## src/rtl/iterative_alu.sv

```systemverilog
`default_nettype none
// ============================================================================
// Module  : iterative_alu
// Brief   : Multi-cycle ALU: radix-2 shift-add multiply and restoring divide.
//           Define ITERATIVE_ALU_FIXEDPOINT_EN to enable MULTFP and DIVFP.
// Rev     : 1.0  initial release
// ============================================================================
module iterative_alu #(
    parameter int WIDTH = 32,
    parameter int FRAC  = 16
) (
    input  logic             clk,
    input  logic             reset_n,
    input  logic             start,
    input  logic             abort,
    input  logic [WIDTH-1:0] a,
    input  logic [WIDTH-1:0] b,
    input  logic [3:0]       opcode,
    output logic             ready,
    output logic [WIDTH-1:0] y,
    output logic             done,
    output logic             div_by_zero,
    output logic             illegal
);

    localparam logic [3:0] c_OP_MULTS  = 4'd0;
    localparam logic [3:0] c_OP_MULTU  = 4'd1;
    localparam logic [3:0] c_OP_MULTFP = 4'd2;
    localparam logic [3:0] c_OP_DIVS   = 4'd3;
    localparam logic [3:0] c_OP_DIVU   = 4'd4;
    localparam logic [3:0] c_OP_DIVFP  = 4'd5;
    localparam logic [3:0] c_OP_MODS   = 4'd6;
    localparam logic [3:0] c_OP_MODU   = 4'd7;

`ifdef ITERATIVE_ALU_FIXEDPOINT_EN
    localparam int c_QW = WIDTH + FRAC;
`else
    localparam int c_QW = WIDTH;
`endif
    localparam int                 c_CNT_W = $clog2(WIDTH + FRAC + 1);
    localparam logic [c_CNT_W-1:0] c_ITER  = c_CNT_W'(WIDTH);
`ifdef ITERATIVE_ALU_FIXEDPOINT_EN
    localparam logic [c_CNT_W-1:0] c_ITER_FP = c_CNT_W'(WIDTH + FRAC);
`endif

    typedef enum logic [2:0] {
        S_IDLE = 3'd0,
        S_MUL  = 3'd1,
        S_DIV  = 3'd2,
        S_FIX  = 3'd3,
        S_DONE = 3'd4
    } state_t;

    state_t             state_q, state_d;
    logic [3:0]         op_q, op_d;
    logic [WIDTH-1:0]   a_q, a_d;
    logic [WIDTH-1:0]   opnd_q, opnd_d;
    logic [WIDTH-1:0]   hi_q, hi_d;
    logic [c_QW-1:0]    lo_q, lo_d;
    logic [c_CNT_W-1:0] cnt_q, cnt_d;
    logic               neg_q, neg_d;
    logic               rem_neg_q, rem_neg_d;
    logic               zero_div_q, zero_div_d;
    logic [WIDTH-1:0]   y_q, y_d;
    logic               done_q, done_d;
    logic               div_by_zero_q, div_by_zero_d;
    logic               illegal_q, illegal_d;

    logic               w_legal;
    logic               w_signed;
    logic [WIDTH-1:0]   w_mag_a;
    logic [WIDTH-1:0]   w_mag_b;
    logic [c_QW-1:0]    w_div_init;
    logic [WIDTH:0]     w_mul_sum;
    logic [WIDTH:0]     w_shift;
    logic               w_qbit;
    logic [WIDTH-1:0]   w_sub;
    logic [WIDTH+FRAC-1:0] w_prod;
    logic [WIDTH+FRAC-1:0] w_prod_s;
    logic [WIDTH-1:0]   w_quo_s;
    logic [WIDTH-1:0]   w_rem_s;
    logic [WIDTH-1:0]   w_result;

    assign ready       = (state_q == S_IDLE);
    assign y           = y_q;
    assign done        = done_q;
    assign div_by_zero = div_by_zero_q;
    assign illegal     = illegal_q;

    always_comb begin
        w_legal = (opcode[3] == 1'b0);
`ifndef ITERATIVE_ALU_FIXEDPOINT_EN
        if (opcode == c_OP_MULTFP || opcode == c_OP_DIVFP) begin
            w_legal = 1'b0;
        end
`endif
    end

    assign w_signed = (opcode == c_OP_MULTS) || (opcode == c_OP_MULTFP) ||
                      (opcode == c_OP_DIVS)  || (opcode == c_OP_DIVFP)  ||
                      (opcode == c_OP_MODS);
    assign w_mag_a  = (w_signed && a[WIDTH-1]) ? -a : a;
    assign w_mag_b  = (w_signed && b[WIDTH-1]) ? -b : b;

    // Divide dividend sits at the top of lo so DIV and DIVFP share one load.
`ifdef ITERATIVE_ALU_FIXEDPOINT_EN
    assign w_div_init = {w_mag_a, {FRAC{1'b0}}};
`else
    assign w_div_init = w_mag_a;
`endif

    assign w_mul_sum = {1'b0, hi_q} + (lo_q[0] ? {1'b0, opnd_q} : '0);
    assign w_shift   = {hi_q, lo_q[c_QW-1]};
    assign w_qbit    = (w_shift >= {1'b0, opnd_q});
    assign w_sub     = w_shift[WIDTH-1:0] - opnd_q;

    assign w_prod   = {hi_q[FRAC-1:0], lo_q[WIDTH-1:0]};
    assign w_prod_s = neg_q ? -w_prod : w_prod;
    assign w_quo_s  = neg_q ? -lo_q[WIDTH-1:0] : lo_q[WIDTH-1:0];
    assign w_rem_s  = rem_neg_q ? -hi_q : hi_q;

    always_comb begin
        w_result = '0;
        if (zero_div_q) begin
            w_result = (op_q == c_OP_MODS || op_q == c_OP_MODU) ? a_q : '1;
        end else begin
            case (op_q)
                c_OP_MULTS, c_OP_MULTU:          w_result = w_prod_s[WIDTH-1:0];
                c_OP_MULTFP:                     w_result = w_prod_s[WIDTH+FRAC-1:FRAC];
                c_OP_DIVS, c_OP_DIVU, c_OP_DIVFP: w_result = w_quo_s;
                c_OP_MODS, c_OP_MODU:            w_result = w_rem_s;
                default:                         w_result = '0;
            endcase
        end
    end

    always_comb begin
        state_d       = state_q;
        op_d          = op_q;
        a_d           = a_q;
        opnd_d        = opnd_q;
        hi_d          = hi_q;
        lo_d          = lo_q;
        cnt_d         = cnt_q;
        neg_d         = neg_q;
        rem_neg_d     = rem_neg_q;
        zero_div_d    = zero_div_q;
        y_d           = y_q;
        done_d        = 1'b0;
        div_by_zero_d = 1'b0;
        illegal_d     = 1'b0;

        case (state_q)
            S_IDLE: begin
                if (start) begin
                    op_d       = opcode;
                    a_d        = a;
                    neg_d      = w_signed && (a[WIDTH-1] ^ b[WIDTH-1]);
                    rem_neg_d  = w_signed && a[WIDTH-1];
                    zero_div_d = 1'b0;
                    if (!w_legal) begin
                        state_d   = S_DONE;
                        done_d    = 1'b1;
                        illegal_d = 1'b1;
                        y_d       = '0;
                    end else if (opcode <= c_OP_MULTFP) begin
                        state_d = S_MUL;
                        hi_d    = '0;
                        lo_d    = c_QW'(w_mag_b);
                        opnd_d  = w_mag_a;
                        cnt_d   = c_ITER;
                    end else if (b == '0) begin
                        state_d    = S_FIX;
                        zero_div_d = 1'b1;
                    end else begin
                        state_d = S_DIV;
                        hi_d    = '0;
                        lo_d    = w_div_init;
                        opnd_d  = w_mag_b;
`ifdef ITERATIVE_ALU_FIXEDPOINT_EN
                        cnt_d   = (opcode == c_OP_DIVFP) ? c_ITER_FP : c_ITER;
`else
                        cnt_d   = c_ITER;
`endif
                    end
                end
            end
            S_MUL: begin
                if (abort) begin
                    state_d = S_IDLE;
                end else begin
                    hi_d             = w_mul_sum[WIDTH:1];
                    lo_d[WIDTH-1:0]  = {w_mul_sum[0], lo_q[WIDTH-1:1]};
                    cnt_d            = cnt_q - 1'b1;
                    if (cnt_q == c_CNT_W'(1)) begin
                        state_d = S_FIX;
                    end
                end
            end
            S_DIV: begin
                if (abort) begin
                    state_d = S_IDLE;
                end else begin
                    hi_d  = w_qbit ? w_sub : w_shift[WIDTH-1:0];
                    lo_d  = {lo_q[c_QW-2:0], w_qbit};
                    cnt_d = cnt_q - 1'b1;
                    if (cnt_q == c_CNT_W'(1)) begin
                        state_d = S_FIX;
                    end
                end
            end
            S_FIX: begin
                if (abort) begin
                    state_d = S_IDLE;
                end else begin
                    state_d       = S_DONE;
                    done_d        = 1'b1;
                    div_by_zero_d = zero_div_q;
                    y_d           = w_result;
                end
            end
            S_DONE: begin
                state_d = S_IDLE;
            end
            default: begin
                state_d = S_IDLE;
            end
        endcase
    end

    always_ff @(posedge clk) begin
        if (!reset_n) begin
            state_q       <= S_IDLE;
            op_q          <= '0;
            a_q           <= '0;
            opnd_q        <= '0;
            hi_q          <= '0;
            lo_q          <= '0;
            cnt_q         <= '0;
            neg_q         <= 1'b0;
            rem_neg_q     <= 1'b0;
            zero_div_q    <= 1'b0;
            y_q           <= '0;
            done_q        <= 1'b0;
            div_by_zero_q <= 1'b0;
            illegal_q     <= 1'b0;
        end else begin
            state_q       <= state_d;
            op_q          <= op_d;
            a_q           <= a_d;
            opnd_q        <= opnd_d;
            hi_q          <= hi_d;
            lo_q          <= lo_d;
            cnt_q         <= cnt_d;
            neg_q         <= neg_d;
            rem_neg_q     <= rem_neg_d;
            zero_div_q    <= zero_div_d;
            y_q           <= y_d;
            done_q        <= done_d;
            div_by_zero_q <= div_by_zero_d;
            illegal_q     <= illegal_d;
        end
    end

endmodule
`default_nettype wire

```

## config.mk

```make
export PLATFORM = sky130hd
export DESIGN_NAME = iterative_alu
export DESIGN_NICKNAME = d
export VERILOG_FILES = /design/src/rtl/iterative_alu.sv
export SDC_FILE = /design/constraint.sdc
export NUM_CORES = 1
export LEC_CHECK = 0
export CORE_ASPECT_RATIO = 0.7
export CORE_MARGIN = 8
export CORE_UTILIZATION = 45
export DETAILED_ROUTE_END_ITERATION = 10
export PLACE_DENSITY = 0.71
export SYNTH_ARGS = -nofsm -noshare
export SYNTH_HDL_FRONTEND = slang
export SYNTH_SLANG_ARGS = --single-unit
```

## constraint.sdc

```tcl
create_clock -name clk -period 8.3 [get_ports clk]
set_input_delay 1.66 -clock clk [delete_from_list [all_inputs] [get_ports clk]]
set_output_delay 1.66 -clock clk [all_outputs]
set_load 0.02 [all_outputs]
```

Yosys cells after proc, flatten, opt, wreduce, memory -nomap -nowiden:

Index checks and enable logic that the tools add are counted.

* add/subtract/negate cells: 8
* magnitude comparators: 2
* eq/ne operators: 25
* multiplexer cells: 52
* bitwise logic cells: 4
* reduce and logical (&&, ||, !) cells: 28

Operator list (count)
* 2-to-1 mux 32 bit: 25
* one-hot mux 32 bit (3 select lines): 2
* negator 32 bit: 4
* one-hot mux 32 bit (4 select lines): 1
* one-hot mux 32 bit (2 select lines): 1
* 2-to-1 mux 48 bit: 1
* negator 48 bit: 1
* adder 32 x 32 -> 33 bit: 1
* >= comparator 33 x 32 -> 1 bit: 1
* zero test 32 bit: 1
* subtractor 32 bit: 1
* 2-to-1 mux 6 bit: 5
* equality test 4 x 3 -> 1 bit (second input constant): 6
* equality test 4 x 2 -> 1 bit (second input constant): 4
* 2-to-1 mux 3 bit: 5
* != test 2 bit (second input constant): 7
* one-hot mux 6 bit (2 select lines): 1
* one-hot mux 3 bit (3 select lines): 1
* zero test 4 bit: 2
* 2-to-1 mux 1 bit: 8
* AND reduction 4 bit: 2
* equality test 3 x 2 -> 1 bit (second input constant): 2
* equality test 6 x 1 -> 1 bit (second input constant): 1
* logical OR 1 bit: 6
* other kinds (20): 30

* register bits after elaboration: 179
* output and inout port bits: 36
* logic and storage cells: 133

Depth between registers and ports, before layout:

* depth in word-level cells: 12
* mapped depth: 14

Worst setup path before layout:

No wires, ideal clock.

* path kind: input -> register
* start point: input b[3]
* end point: register opnd_q[14]
* setup time: 0.128 ns
* arrival: 4.211 ns
* data required time: 8.172 ns
* setup slack: 3.961 ns
* stages: 10
* buffers on the path: 2
* path through: or4_1 > nor4b_1 > nand2_1 > o31ai_1 > or2_2 > clkbuf_1 > clkbuf_1 > a211oi_1 > a21oi_1 > nor2_1

* cells in the longest elaborated chain, start to end: 4
* elaborated cells between the ends (all ways): 7
* classes of those cells: add/sub (1); eq/ne (1); mux (3); reduce/logical (2)

Ends and longest elaborated chain
* start, declared: line 17 `input logic [WIDTH-1:0] b,`
* negator 32 bit: line 103 `assign w_mag_b = (w_signed && b[WIDTH-1]) ? -b : b;`
* 2-to-1 mux 32 bit: line 103
* 2-to-1 mux 32 bit: line 172 `end else if (b == '0) begin`
* 2-to-1 mux 32 bit: line 166 `end else if (opcode <= c_OP_MULTFP) begin`
* end signal, assigned: line 251 `opnd_q <= opnd_d;`
* end, declared: line 57 `logic [WIDTH-1:0] opnd_q, opnd_d;`

Parallel ways exist; a longest one is shown, timed or not. The select of a mux whose other input is x is not followed.
A chain may end at the register's enable or synchronous reset.

Worst setup path after layout:

* start point: input b[2]
* end point: register lo_q[8]

* cells in the longest elaborated chain, start to end: 6
* elaborated cells between the ends (all ways): 9
* classes of those cells: add/sub (1); eq/ne (1); mux (5); reduce/logical (2)

Ends and longest elaborated chain
* negator 32 bit: line 103
* 2-to-1 mux 32 bit: line 103
* 2-to-1 mux 32 bit: line 166
* 2-to-1 mux 32 bit: line 161 `if (!w_legal) begin`
* 2-to-1 mux 32 bit: line 155 `if (start) begin`
* one-hot mux 32 bit (3 select lines): line 153 `case (state_q)`
* end signal, assigned: line 253 `lo_q <= lo_d;`
* end, declared: line 59 `logic [c_QW-1:0] lo_q, lo_d;`

Parallel ways exist; a longest one is shown, timed or not. The select of a mux whose other input is x is not followed.

==> results by group <==
GRT
  • First-pass GRT wire length: between 90 and 100 mm
  • Total track usage: 0.3031
  • Largest net degree at the start of global routing: 85
  • Vias in the first global route: between 15000 and 20000
  • Initial antenna violation count: 0
  • Gr ovfl total: 0

Setup path
  • CP Depth: 10
  • Crit path max-delay family: simple AND/OR/NAND/NOR gates
  • FF-to-FF Start: lo_q[0]
  • Critical path class: primary input to flip-flop
  • Worst r2r dst: hi_q[31]
  • CP Launch Point: b[2]
  • Cells along the critical path: clkdlybuf4s50_1, or4_1, nor4b_1, nand2_1, o31ai_1, o22ai_1, nor2b_4, buf_4, o21ai_0, a21oi_1
  • WP data arrival: between 5000 and 6000 ps
  • Worst-path fanout max: 72
  • Worst setup SP type: primary input
  • Register-to-Register Setup Slack: 3890 ps
  • Crit path max-delay cell type: nor4b_1
  • CP endpoint: lo_q[8]
  • Crit path buf inv count: 2
  • CP Capture Type: flip-flop
  • Required @ worst endpoint: between 8000 and 9000 ps
  • Biggest cell delay along the critical path: about 750 ps
  • Worst-case reg-to-reg path depth: 13

STA
  • Clk_skew: approximately 20 ps
  • RSZ-0062 raised after global routing: no
  • Setup total negative slack: 0 ps
  • Final setup fails: 0
  • Worst-Margin Slew: 1229 ps
  • Final hold vios: 0
  • Fmax: 0.1943 GHz
  • Max-slew headroom: 0.1778
  • Minimum clock period: ~5100 ps
  • Final Slew Violations: 0
  • Final period util: 0.6201

Hold path
  • Worst hold path stage count: 2
  • Class of the worst hold path: flip-flop to flip-flop

Floorplan
  • Effective utilization at floorplan: 0.4586
  • Num rows: 56
  • Core area: between 30000 and 40000 sq um
  • Ports: between 100 and 150
  • Die ar.: a little over 40000 sq um
  • Die W: approximately 240 um
  • Die H: approximately 170 um

Clock network
  • Cts bufs inserted: 17
  • Clk Latency, worst-skew pair: around 470 ps
  • Clk sink count: approximately 180
  • TritonCTS clock tree: built
  • Clock transition at path regs: ~70 ps
  • Post-CTS Setup Bufs: 0
  • Clock Tree Root: clkbuf_16
  • # H-tree levels: 4
  • Hold_buf cts: 0
  • Post-cts repair resize count: 0
  • Max Buffers Root-to-Sink: 2

Synth
  • Sequential fraction of the synthesis area: 0.2328
  • Synth Instances: approximately 2200
  • Post-Syn Nets: 2326
  • Most used DFF post-synth: dfxtp_1
  • Post-synthesis register bit count: 179
  • Mapped cell area: 15390 sq um
  • Post-synth EDFFs: 0
  • Syn_area_per_cell: between 7 and 8 sq um
  • Distinct cell type count of the synthesized netlist: 71
  • Synth Warn #: 0
  • Asr flop ratio synth: 0

Final layout
  • Most common cell after layout, fill and taps aside: nand2_1
  • Final instance area: about 17000 sq um
  • Diodes inserted: 0
  • Nets: ~2300
  • # fillers: around 3300
  • Layout area overhead: 11.37%
  • Register area: about 3600 sq um
  • Share of layout cells above drive strength 1: 0.04733
  • Multi-input combinational cell area: roughly 11000 sq um
  • Commonest non-fill, non-tap cells in the layout: 261 x nand2_1, 227 x a21oi_1, 215 x nor2_1, 200 x o21ai_0, 179 x dfxtp_1

Detailed routing
  • Vias: approximately 17000
  • Routed WL per cell: roughly 25 um
  • Detailed Route WL: 64.07 mm
  • Residual DRC: 0
  • DR pass1 iterations: 7
  • Final ANT Viol Nets: 0
  • Vias per cell: around 6.6
  • DRT iter0 DRCs: between 2000 and 3000

Status
  • Outcome: complete, no violations

Placement
  • Placer Congestion: approximately 1.1
  • Placed Area: approximately 17000 sq um
  • IO buf count: around 110
  • Placed wire-length estimate: slightly below 50 mm

Power
  • Max VDD drop: roughly 170 uV
  • Design Power: around 3.4 mW
  • PwrDens: between 150 and 200 nW/um^2
  • Lkg Pwr: approximately 6.2 nW

Flow run
  • Max-cap violation count: 0
[cell type report]
type | instances | area share
Timing Repair Buffer | 128 | 0.07139
Multi-Input combinational cell | 1770 | 0.6391
Clock buffer | 17 | 0.02482
Sequential cell | 179 | 0.2091
Inverter | 67 | 0.01467
Tap cell | 435 | 0.03175
Clock inverter | 15 | 0.009270
[worst register-to-register path, stage by stage (launching register included)]
cell       delay, ps
dfxtp_1          430
inv_1            610
buf_4            370
nor2_1            70
ha_1             390
a21oi_1          390
nand2_1          140
a2111oi_0        560
o311ai_0         450
nand2_1          250
or4_1            210
nor2_1            90
o31ai_1          210
a31oi_1          110
[Yosys cell counts, types with 9 or more instances]
cell type / n / area (sq um)
o21ai_0: 200 / 1001
nand2_1: 261 / 979.7
or4_1: 14 / 105.1
a211oi_1: 40 / 300.3
o211ai_1: 26 / 195.2
a21o_1: 19 / 142.6
and2_1: 12 / 75.07
nand2b_1: 14 / 87.58
nor2_1: 215 / 807.0
o41ai_1: 12 / 105.1
o22ai_1: 22 / 137.6
nor4_1: 19 / 118.9
o21a_1: 13 / 97.59
xnor2_1: 96 / 840.8
a22oi_1: 22 / 165.2
dfxtp_1: 179 / 3583
nor2b_1: 14 / 87.58
mux2_2: 23 / 259.0
ha_1: 70 / 875.8
xor2_1: 92 / 805.8
nand3_1: 39 / 195.2
a31oi_1: 34 / 212.7
clkbuf_1: 154 / 578.1
buf_1: 9 / 33.78
a221oi_1: 33 / 289.0
nor3_1: 39 / 195.2
o21bai_1: 15 / 112.6
a21oi_1: 227 / 1136
or3_1: 25 / 156.4
inv_1: 67 / 251.5
nand4_1: 20 / 125.1
o31ai_1: 43 / 322.8
[metal layers]
metal / up-vias / part of all wire / GRT usage
met5: - / 0.0020 / 0.02300
met4: 2 / 0.015 / 0.05950
li1: 7877 / - / -
met1: 8130 / 0.45 / 0.4557
met3: 85 / 0.14 / 0.1025
met2: 1104 / 0.39 / 0.4049
[state kept, by name, summed over array words and instances, names as in the netlist, 3 cells and up]
name,count
a_q,32
cnt_q,6
hi_q,32
lo_q,32
op_q,4
opnd_q,32
state_q,3
y,32
[worst min-delay path by stage]
stage | to | start
floorplan | opnd_q[10] | opnd_q[10]
global placement | y[7] | y[7]
detailed placement | y[7] | y[7]
CTS | y[7] | y[7]
global route | y[7] | y[7]
finish | y[7] | y[7]
[through the flow]
stage,hold slack [ps],std cells,utilization,setup slack [ps]
CTS,446.2,2611,0.5107,3327
detailed placement,436.0,2579,0.4933,2848
finish,445.1,2611,0.5107,3153
global route,471.4,2611,0.5107,2954
global placement,428.1,2579,0.4933,2953
floorplan,431.9,2182,-,3961
[logic make-up (layout without fill, tap and decap cells)]
family	count (synthesis)	count (layout)	synth area share
flops	179	179	0.2328
xor+xnor	188	188	0.1070
buf+inv	233	227	0.05747
compound gates	774	774	0.3138
mux	31	31	0.02203
simple gates	705	705	0.2074
fa+ha+maj	72	72	0.05951
[where the power goes]
part	leakage, nW	total, mW	internal (mW)	switching [mW]
Clock	0.288	0.844	0.427	0.417
Sequential	1.46	1.06	0.922	0.143
Combinational	4.49	1.45	0.548	0.906
Power figures use the tool's default switching activity.
